[config.mk]
export PLATFORM = sky130hd
export DESIGN_NAME = axis_pcie_tx_arb_flat
export DESIGN_NICKNAME = d
export VERILOG_FILES = /design/src/rtl/ofs_fim_if_pkg.sv /design/src/rtl/axis_pcie_tx_arb_if.sv /design/src/rtl/axis_register.sv /design/src/rtl/axis_pcie_tx_arb.sv /design/src/flat_wrapper.sv
export SDC_FILE = /design/constraint.sdc
export NUM_CORES = 1
export LEC_CHECK = 0
export CAP_MARGIN = 30
export CORE_MARGIN = 2
export CORE_UTILIZATION = 36
export CTS_CLUSTER_SIZE = 24
export DETAILED_ROUTE_END_ITERATION = 7
export HOLD_SLACK_MARGIN = 0.03
export PLACE_DENSITY = 0.74
export SYNTH_ARGS = -nofsm -noshare
export SYNTH_HDL_FRONTEND = slang
export SYNTH_SLANG_ARGS = --single-unit
[constraint.sdc]
create_clock -name clk -period 2.3 [get_ports clk]
set_input_delay 0.345 -clock clk [delete_from_list [all_inputs] [get_ports clk]]
set_output_delay 0.345 -clock clk [all_outputs]
set_load 0.02 [all_outputs]
[src/rtl/ofs_fim_if_pkg.sv]
// Shared PCIe TX AXI-Stream types and the TX arbiter state encoding.
package ofs_fim_if_pkg;

  localparam int AXIS_PCIE_DW    = 64;
  localparam int AXIS_PCIE_TX_UW = 8;

  typedef struct packed {
    logic                       tvalid;
    logic                       tlast;
    logic [AXIS_PCIE_TX_UW-1:0] tuser;
    logic [AXIS_PCIE_DW-1:0]    tdata;
  } t_axis_pcie_tx;

  typedef enum logic {
    IDLE,
    LOCKED
  } t_tx_arb_state;

endpackage

[src/rtl/axis_pcie_tx_arb_if.sv]
// Bundle of requester streams, per-requester ready, arbitrated output and its ready.
// slave: the arbiter side; master: requesters plus downstream sink.
interface axis_pcie_tx_arb_if
  import ofs_fim_if_pkg::*;
#(
  parameter int NUM_PORTS = 2
);

  t_axis_pcie_tx [NUM_PORTS-1:0] s_if;
  logic [NUM_PORTS-1:0]          s_if_tready;
  t_axis_pcie_tx                 m_if;
  logic                          m_if_tready;

  modport slave  (input  s_if, m_if_tready, output s_if_tready, m_if);
  modport master (output s_if, m_if_tready, input  s_if_tready, m_if);

endinterface

[src/rtl/axis_register.sv]
// AXI-Stream register slice. MODE 0 is a two-entry skid buffer whose input
// ready is registered (depends only on occupancy); other modes pass straight through.
module axis_register #(
  parameter int MODE         = 0,
  parameter int TDATA_W      = 64,
  parameter int TUSER_W      = 8,
  parameter int ENABLE_TLAST = 1,
  parameter int ENABLE_TUSER = 1
) (
  input  logic               clk,
  input  logic               rst_n,
  input  logic               s_tvalid,
  output logic               s_tready,
  input  logic [TDATA_W-1:0] s_tdata,
  input  logic               s_tlast,
  input  logic [TUSER_W-1:0] s_tuser,
  output logic               m_tvalid,
  input  logic               m_tready,
  output logic [TDATA_W-1:0] m_tdata,
  output logic               m_tlast,
  output logic [TUSER_W-1:0] m_tuser
);

  localparam int PW = TDATA_W + TUSER_W + 1;

  logic [PW-1:0] s_pld;
  logic [PW-1:0] m_pld;

  // With tlast disabled every beat is treated as a complete packet.
  assign s_pld = {(ENABLE_TUSER != 0) ? s_tuser : {TUSER_W{1'b0}},
                  (ENABLE_TLAST != 0) ? s_tlast : 1'b1,
                  s_tdata};
  assign {m_tuser, m_tlast, m_tdata} = m_pld;

  if (MODE == 0) begin : g_skid
    logic          main_valid, skid_valid, ready_q, take;
    logic [PW-1:0] main_pld, skid_pld;

    assign take     = s_tvalid && ready_q;
    assign s_tready = ready_q;
    assign m_tvalid = main_valid;
    assign m_pld    = main_pld;

    // Main entry drives the output; the skid entry catches the beat accepted during a stall.
    always_ff @(posedge clk or negedge rst_n) begin
      if (!rst_n) begin
        main_valid <= 1'b0;
        skid_valid <= 1'b0;
        ready_q    <= 1'b0;
        main_pld   <= '0;
        skid_pld   <= '0;
      end else if (!main_valid || m_tready) begin
        ready_q <= 1'b1;
        if (skid_valid) begin
          main_pld   <= skid_pld;
          main_valid <= 1'b1;
          skid_valid <= 1'b0;
        end else begin
          main_valid <= take;
          if (take) main_pld <= s_pld;
        end
      end else if (take) begin
        skid_pld   <= s_pld;
        skid_valid <= 1'b1;
        ready_q    <= 1'b0;
      end else begin
        ready_q <= !skid_valid;
      end
    end
  end else begin : g_pass
    assign s_tready = m_tready;
    assign m_tvalid = s_tvalid;
    assign m_pld    = s_pld;
  end

endmodule

[src/rtl/axis_pcie_tx_arb.sv]
// Packet-atomic round-robin arbiter for the shared PCIe TX AXI-Stream channel.
// Optional macro OFS_PCIE_TX_ARB_PERF_EN adds per-port completed-TLP counters (pkt_cnt).
//
// state  | meaning
// IDLE   | no packet in flight; round-robin pick offered the channel each cycle
// LOCKED | multi-beat TLP of 'owner' in progress; only owner may send until tlast
module axis_pcie_tx_arb
  import ofs_fim_if_pkg::*;
#(
  parameter int NUM_PORTS = 2,
  parameter int PTR_W     = $clog2(NUM_PORTS)
) (
  input  logic                        clk,
  input  logic                        rst_n,
  axis_pcie_tx_arb_if.slave           tx,
  output logic [PTR_W-1:0]            grant_idx,
  output logic                        grant_active
`ifdef OFS_PCIE_TX_ARB_PERF_EN
  , output logic [NUM_PORTS-1:0][31:0] pkt_cnt
`endif
);

  t_tx_arb_state           state, state_nxt;
  logic [PTR_W-1:0]        last_grant, owner, pick, sel;
  logic                    found, stage_ready, in_valid, accept;
  t_axis_pcie_tx           in_beat;
  logic                    m_tvalid, m_tlast;
  logic [AXIS_PCIE_DW-1:0]    m_tdata;
  logic [AXIS_PCIE_TX_UW-1:0] m_tuser;

  // Round-robin search for the first valid requester after the previous winner.
  always_comb begin
    logic [PTR_W-1:0] cand;
    cand  = '0;
    pick  = '0;
    found = 1'b0;
    for (int k = 1; k <= NUM_PORTS; k++) begin
      cand = PTR_W'((int'(last_grant) + k) % NUM_PORTS);
      if (!found && tx.s_if[cand].tvalid) begin
        pick  = cand;
        found = 1'b1;
      end
    end
  end

  assign sel      = (state == LOCKED) ? owner : pick;
  assign in_beat  = tx.s_if[sel];
  assign in_valid = (state == LOCKED) ? in_beat.tvalid : found;
  assign accept   = in_valid && stage_ready;

  // Ready goes only to the selected port and only follows output-stage occupancy.
  always_comb begin
    tx.s_if_tready = '0;
    if (state == LOCKED || found) tx.s_if_tready[sel] = stage_ready;
  end

  assign grant_active = (state == LOCKED) || accept;
  assign grant_idx    = (state == LOCKED) ? owner : (accept ? pick : '0);

  // State register.
  always_ff @(posedge clk or negedge rst_n) begin
    if (!rst_n) state <= IDLE;
    else        state <= state_nxt;
  end

  // Lock on the first beat of a multi-beat TLP, release on its tlast.
  always_comb begin
    state_nxt = state;
    case (state)
      IDLE:    if (accept && !in_beat.tlast) state_nxt = LOCKED;
      LOCKED:  if (accept &&  in_beat.tlast) state_nxt = IDLE;
      default: state_nxt = IDLE;
    endcase
  end

  // Owner captured at packet start; last_grant advanced when a packet completes.
  always_ff @(posedge clk or negedge rst_n) begin
    if (!rst_n) begin
      last_grant <= PTR_W'(NUM_PORTS - 1);
      owner      <= '0;
    end else if (accept) begin
      if (in_beat.tlast) last_grant <= sel;
      else               owner      <= sel;
    end
  end

  axis_register #(
    .MODE         (0),
    .TDATA_W      (AXIS_PCIE_DW),
    .TUSER_W      (AXIS_PCIE_TX_UW),
    .ENABLE_TLAST (1),
    .ENABLE_TUSER (1)
  ) u_out_reg (
    .clk      (clk),
    .rst_n    (rst_n),
    .s_tvalid (in_valid),
    .s_tready (stage_ready),
    .s_tdata  (in_beat.tdata),
    .s_tlast  (in_beat.tlast),
    .s_tuser  (in_beat.tuser),
    .m_tvalid (m_tvalid),
    .m_tready (tx.m_if_tready),
    .m_tdata  (m_tdata),
    .m_tlast  (m_tlast),
    .m_tuser  (m_tuser)
  );

  assign tx.m_if = {m_tvalid, m_tlast, m_tuser, m_tdata};

`ifdef OFS_PCIE_TX_ARB_PERF_EN
  for (genvar i = 0; i < NUM_PORTS; i++) begin : g_cnt
    logic [31:0] cnt_q;
    // Count completed TLPs of port i; wraps naturally at 32 bits.
    always_ff @(posedge clk or negedge rst_n) begin
      if (!rst_n)                                          cnt_q <= '0;
      else if (accept && in_beat.tlast && sel == PTR_W'(i)) cnt_q <= cnt_q + 32'd1;
    end
    assign pkt_cnt[i] = cnt_q;
  end
`endif

endmodule

[src/flat_wrapper.sv]
// flat-port wrapper written by rule: the top's interface ports become plain ports
module axis_pcie_tx_arb_flat import ofs_fim_if_pkg::*;
#(
  parameter int NUM_PORTS = 2,
  parameter int PTR_W     = $clog2(NUM_PORTS)
)
  (clk, rst_n, grant_idx, grant_active, tx_s_if, tx_m_if_tready, tx_s_if_tready, tx_m_if);
  axis_pcie_tx_arb_if #(.NUM_PORTS(NUM_PORTS)) tx_i ();
  input  logic clk;
  input  logic rst_n;
  output logic [PTR_W-1:0] grant_idx;
  output logic grant_active;
  input wire logic [$bits(tx_i.s_if)-1:0] tx_s_if;
  input wire logic [$bits(tx_i.m_if_tready)-1:0] tx_m_if_tready;
  output wire logic [$bits(tx_i.s_if_tready)-1:0] tx_s_if_tready;
  output wire logic [$bits(tx_i.m_if)-1:0] tx_m_if;
  assign tx_i.s_if = tx_s_if;
  assign tx_i.m_if_tready = tx_m_if_tready;
  assign tx_s_if_tready = tx_i.s_if_tready;
  assign tx_m_if = tx_i.m_if;
  axis_pcie_tx_arb #(.NUM_PORTS(NUM_PORTS), .PTR_W(PTR_W)) u_core (.clk(clk), .rst_n(rst_n), .tx(tx_i), .grant_idx(grant_idx), .grant_active(grant_active));
endmodule
==> summary.md, run 1 <==
| Metric | Value |
|---|---|
| Initial antenna violation count | 0 |
| CTS tree | yes |
| GRT Util Overall | 0.189 |
| Die height | 158 um |
| Flop-to-flop setup slack | 230 ps |
| Status | completed |
| Reg2reg start | u_core.last_grant$_DFFE_PN1P_ |
| Initial core utilization | 0.366 |
| Worst setup EP type | output port |
| Share of the yosys chip area belonging to registers | 0.445 |
| Power share of the clock group | 0.175 |
| Nets@finish | 1166 |
| Syn_nets | 943 |
| Via density | 5.26 |
| Share of total power in combinational logic | 0.538 |
| Seq pwr share | 0.288 |
| Post-Syn Area | roughly 8600 sq um |
| # IOs | 229 |
| Final core utilization | 0.519 |
| Period utilization | 0.945 |
| Number of setup violations in the final report | 0 |
| Min cycle time layout | 2170 ps |
| Setup TNS | 0 ps |
| Clk_skew | 11.5 ps |
| WP data required | 1960 ps |
| Max Root-Sink Buffers | 2 |
| Remaining antenna violation count | 0 |
| YS warnings | 0 |
| Hold WS | 406 ps |
| Unique masters post-synth | 33 |
| DRT iter0 DRCs | 316 |
| Setup Buffers After CTS | 0 |
| Max-slew headroom at the worst pin | 0.670 |
| Top_reg_cell synth | dfrtp_1 |
| Setup repair after global routing missed its margin | false |
| Hold WC Path Type | in2async |
| Die Area | between 20000 and 30000 sq um |
| Number of port buffers | ~230 |
| Final Max Slew Viols | 0 |
| H-tree levels | 4 |
| Post-synth top cells | 151 x dfrtp_1, 150 x nor2_1, 113 x mux2i_1 |
| Die width | 158 um |
| Clock Latency Late Sink | 420 ps |
| Crit start category | input pin |
| CTS buffer count | 17 |
| DRT Pass-1 Iters | 5 |
| Synth top area share | 0.442 |
| # fillers | 2121 |
| Total grt overflow | 0 |
| Core Area | between 20000 and 25000 sq um |
| Max cap viols | 0 |
| Clock Tree Root | clkbuf_16 |
| CTS sink cnt | 152 |
| Detailed placer's ending HPWL | 16000 um |
| Vias in the first global route | 7255 |
| Post-synth EDFFs | 0 |
| Setup CP Type | in2out |
| Final Hold Violating Endpoints | 0 |
| R2R cell count | 6 |
| CP arrival | approximately 1800 ps |
| Pin count of the biggest net entering global routing | 75 |
| Max VDD drop | 0.000611 V |
| R2r endpoint | u_core.u_out_reg.g_skid.skid_pld[21]$_DFFE_PN0P_ |
| # rows | between 50 and 60 |
| Area Growth Syn to Fin | 41.9% |
| Total power | 16800 uW |
| Top cells by area, synth | dfrtp_1 44%, mux2i_1 13%, mux2_2 11% |
| Pwr per Cell Area | approximately 1400 nW/um^2 |
| Wirelength per Cell | about 18 um |
| Count leader, synth | dfrtp_1 |
| Diode count | 0 |
| Net Sw Power | 6300 uW |
| #FFs+latches synth | approximately 150 |
| Pleak | 0.00531 uW |
| First-pass GRT wire length | 37400 um |
| Post-route DRC | 0 |
| Peak Freq | about 460 MHz |
| Fraction of layout cells with a size suffix above 1 | 0.172 |
| Total wire length | 23700 um |
| Vias post-DR | 7088 |
| Synth async-reset ratio | 1.00 |
| Slew @ Worst Pin | roughly 490 ps |
| Reg clk slew, reported paths | roughly 60 ps |
| Cells after Synth | 792 |
| RD Place Congestion | about 0.76 |
| Area leader, netlist | dfrtp_1 |
| Syn Area/Cell | 10.8 sq um |
| CP max FO | 5 |
| P_int | 10500 uW |
| Switch share | 0.375 |
| Critical path startpoint | tx_s_if[147] |
[registers in the layout (all words and copies together), names as in the netlist]
register                            cells
u_core.u_out_reg.g_skid.skid_pld       73
u_core.state                            1
u_core.last_grant                       1
u_core.u_out_reg.g_skid.main_pld       73
u_core.u_out_reg.g_skid.skid_valid      1
u_core.owner                            1
u_core.u_out_reg.s_tready               1
u_core.u_out_reg.m_tvalid               1
[worst max-delay path: stages]
cell	delay, ps
clkdlybuf4s50_1	600
o31ai_1	140
a311oi_1	350
dlygate4sd2_1	400
[power by group through the flow]
stage	sequential (uW)	combinational (uW)	clock, uW
2_1_floorplan	5430	4960	0
3_3_place_gp	4820	8960	0
3_5_place_dp	4870	9120	0
4_1_cts	4820	9130	3010
5_1_grt	4980	9720	3120
6_report	4830	9020	2930
[cell families (layout without fill, tap and decap cells)]
kind of cell / after synthesis / in the layout / synth area share
AO/OA/AOI/OAI: 159 / 159 / 0.156
buffers and inverters: 98 / 334 / 0.0525
flip-flops: 152 / 152 / 0.445
multiplexers: 220 / 220 / 0.273
AND/OR/NAND/NOR: 163 / 163 / 0.0744
[layout make-up]
class,count,area [sq um],share of cell area
clock buffer,19,443,0.0365
clock inverter,13,168,0.0138
inverter,24,90.1,0.00742
multi-input combinational,542,4340,0.358
sequential,152,3810,0.314
tap,319,399,0.0329
timing repair buffer,278,2890,0.238
[layout by cell type (no fill, tap or decap), types with 2 or more instances in the layout]
cell type	instances
inv_1	23
nand2_1	2
o31ai_1	3
nand2b_1	2
dlygate4sd2_1	4
nor2_1	150
bufinv_16	3
buf_12	19
buf_4	30
a32o_1	73
a2bb2oi_1	2
mux2_1	21
dfrtp_1	150
o21a_1	53
clkdlybuf4s50_1	223
clkinvlp_4	2
a21oi_1	21
mux2i_1	113
clkinv_4	3
inv_6	3
clkbuf_16	17
nor2b_1	2
clkinv_2	2
mux2_2	86
[layer usage]
layer	vias up	routed length [um]	GRT usage
li1	3312	-	-
met1	3534	10400	0.241
met2	212	11500	0.319
met3	30	1310	0.0389
met4	0	467	0.0669
met5	-	0	0
[how the worst max path moves through the flow]
stage	endpoint	slack, ps
after floorplan	grant_idx	380
final	tx_s_if_tready[0]	130
after global placement	tx_s_if_tready[0]	-210
after global routing	grant_idx	30
after detailed placement	tx_s_if_tready[0]	-190
after CTS	tx_s_if_tready[0]	100
[metrics by stage]
stage / instance area, sq um / std cells / worst slack, ps
after detailed placement: 11500 / 1314 / -188
after floorplan: 8560 / 792 / 376
final: 12100 / 1347 / 127
after global routing: 12100 / 1347 / 30.4
after global placement: 11500 / 1314 / -206
after CTS: 12100 / 1347 / 104
[repair_timing]
item	in CTS	in global routing
gates resized for setup	5	0
endpoints found under the setup margin	4	0
endpoints found under the hold margin	36	0
hold buffers	1	0
Note: power is estimated with default switching activity, not from simulation.
==> run 2, diff against run 1 <==
- SETUP_SLACK_MARGIN: default -> 0.1
==> summary.md, run 2 (synthesized netlist as in run 1, its figures left out) <==
| Metric | Value |
|---|---|
| Area Growth Syn to Fin | 41.9% (about the same) |
| WP data required | 1960 ps (about the same) |
| Worst setup EP type | output port |
| Max cap viols | 0 (unchanged) |
| Initial antenna violation count | 0 (unchanged) |
| Reg2reg start | u_core.state$_DFF_PN0_ |
| Number of setup violations in the final report | 0 (unchanged) |
| Vias in the first global route | 7255 (unchanged) |
| Met2 usage | 0.319 (unchanged) |
| Nets@finish | 1167 (+0.086%) |
| Detailed placer's ending HPWL | 16000 um (unchanged) |
| Hold WS | 407 ps (+0.941 ps) |
| Max Root-Sink Buffers | 2 (unchanged) |
| Final Hold Violating Endpoints | 0 (unchanged) |
| Crit start category | input pin |
| Pleak | 0.00531 uW (about the same) |
| Min cycle time layout | 2120 ps (-53.4 ps) |
| CP max FO | 5 (unchanged) |
| # IOs | 229 (unchanged) |
| Multi-input gate area | 4340 sq um (unchanged) |
| Setup repair after global routing missed its margin | false |
| DRT iter0 DRCs | 340 (+7.6%) |
| Period utilization | 0.922 (-0.0232) |
| Number of port buffers | 228 (unchanged) |
| Placed cell count | 1314 (unchanged) |
| Final Max Slew Viols | 0 (unchanged) |
| Vias post-DR | 7088 (unchanged) |
| Reg area | 3810 sq um (unchanged) |
| RD Place Congestion | 0.757 (unchanged) |
| Total wire length | 23700 um (+0.11%) |
| Clock Tree Root | clkbuf_16 |
| Setup TNS | 0 ps (unchanged) |
| Highest-count cells in the layout ignoring fill and taps | 223 x clkdlybuf4s50_1, 150 x nor2_1, 150 x dfrtp_1 |
| CP arrival | 1770 ps (-60 ps) |
| Final cell count without fillers | 1348 (+0.074%) |
| Top Usage Layer GRT | met2 |
| H-tree levels | 4 (unchanged) |
| Slew @ Worst Pin | 492 ps (-2.46 ps) |
| Largest stage delay on the critical path | 520 ps (-80 ps) |
| CP max stage cell | clkdlybuf4s50_1 |
| Crit-path leading delay family | buffers and inverters |
| # fillers | 2121 (unchanged) |
| Setup CP Type | in2out |
| Max-slew headroom at the worst pin | 0.671 (+0.00165) |
| # rows | 56 (unchanged) |
| Clock Latency Late Sink | 420 ps (about the same) |
| Critical path startpoint | tx_s_if[147] |
| Status | completed |
| Via density | 5.26 (about the same) |
| Met1 global-route usage | 0.241 (unchanged) |
| Total grt overflow | 0 (unchanged) |
| Reg clk slew, reported paths | 60 ps (about the same) |
| Remaining antenna violation count | 0 (unchanged) |
| Post-route DRC | 0 (unchanged) |
| Commonest non-fill, non-tap cell in the layout | clkdlybuf4s50_1 |
| Die Area | 25000 sq um (unchanged) |
| Pin count of the biggest net entering global routing | 75 (unchanged) |
| Die height | 158 um (unchanged) |
| Max VDD drop | 0.000610 V (-0.15%) |
| Peak Freq | 472 MHz (+2.5%) |
| Pwr per Cell Area | 1380 nW/um^2 (about the same) |
| First-pass GRT wire length | 37400 um (unchanged) |
| Die width | 158 um (unchanged) |
| Bufs and invs on worst path | 3 (+1) |
| Clk_skew | 11.2 ps (-0.273 ps) |
| Top flop regs | u_core.u_out_reg.g_skid.main_pld: 73 flops, u_core.u_out_reg.g_skid.skid_pld: 73 flops |
| DRT Pass-1 Iters | 5 (unchanged) |
| Crit-path cells | clkdlybuf4s50_1 > o31ai_1 > buf_4 > nor2_1 > dlygate4sd2_1 |
| CTS buffer count | 17 (unchanged) |
| Wirelength per Cell | 17.6 um (about the same) |
| Fraction of layout cells with a size suffix above 1 | 0.175 (+0.00275) |
| Diode count | 0 (unchanged) |
| CTS tree | yes |
| Core Area | 23400 sq um (unchanged) |
| CTS sink cnt | 152 (unchanged) |
| GR Layer Usage met3 | 0.0389 (unchanged) |
| GRT Util Overall | 0.189 (unchanged) |
| Initial core utilization | 0.366 (unchanged) |
| Hold WC Path Type | in2async |
-- run 2: changes by cell type in the layout (fill, tap and decap cells not counted), sizes merged --
| cell | before | now |
|---|---|---|
| dlygate4sd2 | 4 | 1 |
| clkbuf | 19 | 21 |
| buf | 50 | 51 |
| clkdlybuf4s15 | 0 | 1 |
-- run 2: worst paths after layout --
kind / slack, ps / cells after the start / endpoint
hold reg to reg: 490 / 1 / u_core.u_out_reg.g_skid.skid_pld[23]$_DFFE_PN0P_
setup reg to reg: 210 / 6 / u_core.u_out_reg.g_skid.skid_pld[58]$_DFFE_PN0P_
min in group clk: 490 / 1 / u_core.u_out_reg.g_skid.skid_pld[23]$_DFFE_PN0P_
max in group asynchronous: 1200 / 3 / u_core.u_out_reg.g_skid.main_pld[48]$_DFFE_PN0P_
hold / removal: 410 / 2 / u_core.u_out_reg.g_skid.main_pld[6]$_DFFE_PN0P_
setup / recovery: 180 / 5 / tx_s_if_tready[1]
-- run 2: cell type report --
type                       count  share of cell area
inverter                      24             0.00742
sequential                   152               0.314
multi-input combinational    542               0.358
tap                          319              0.0329
clock buffer                  19              0.0365
clock inverter                13              0.0138
timing repair buffer         279               0.238
-- run 2: stage by stage --
step                power (uW)   util  setup WS [ps]  cell area [sq um]
floorplan                10400      -            376               8560
global placement         13800  0.493           -206              11500
detailed placement       14000  0.493           -188              11500
CTS                      17000  0.519            104              12100
global route             17800  0.519            103              12100
finish                   16800  0.519            180              12100
-- run 2: routing by layer --
metal,vias to the layer above,share of wire
li1,3313,-
met1,3534,0.44
met2,207,0.49
met3,34,0.054
met4,0,0.021
met5,-,0
-- run 2: report_power, final --
part	switching, uW	internal, uW	leakage [uW]
Clock	1170	1750	0.000294
Combinational	4360	4670	0.00321
Sequential	764	4060	0.00181
-- run 2: what timing repair did --
action / CTS / global route
resized for setup: 6 / 5
hold endpoints to repair: 36 / 0
setup buffers: 0 / 1
hold buffers: 1 / 0
setup endpoints to repair: 4 / 4
pin swaps: 0 / 1
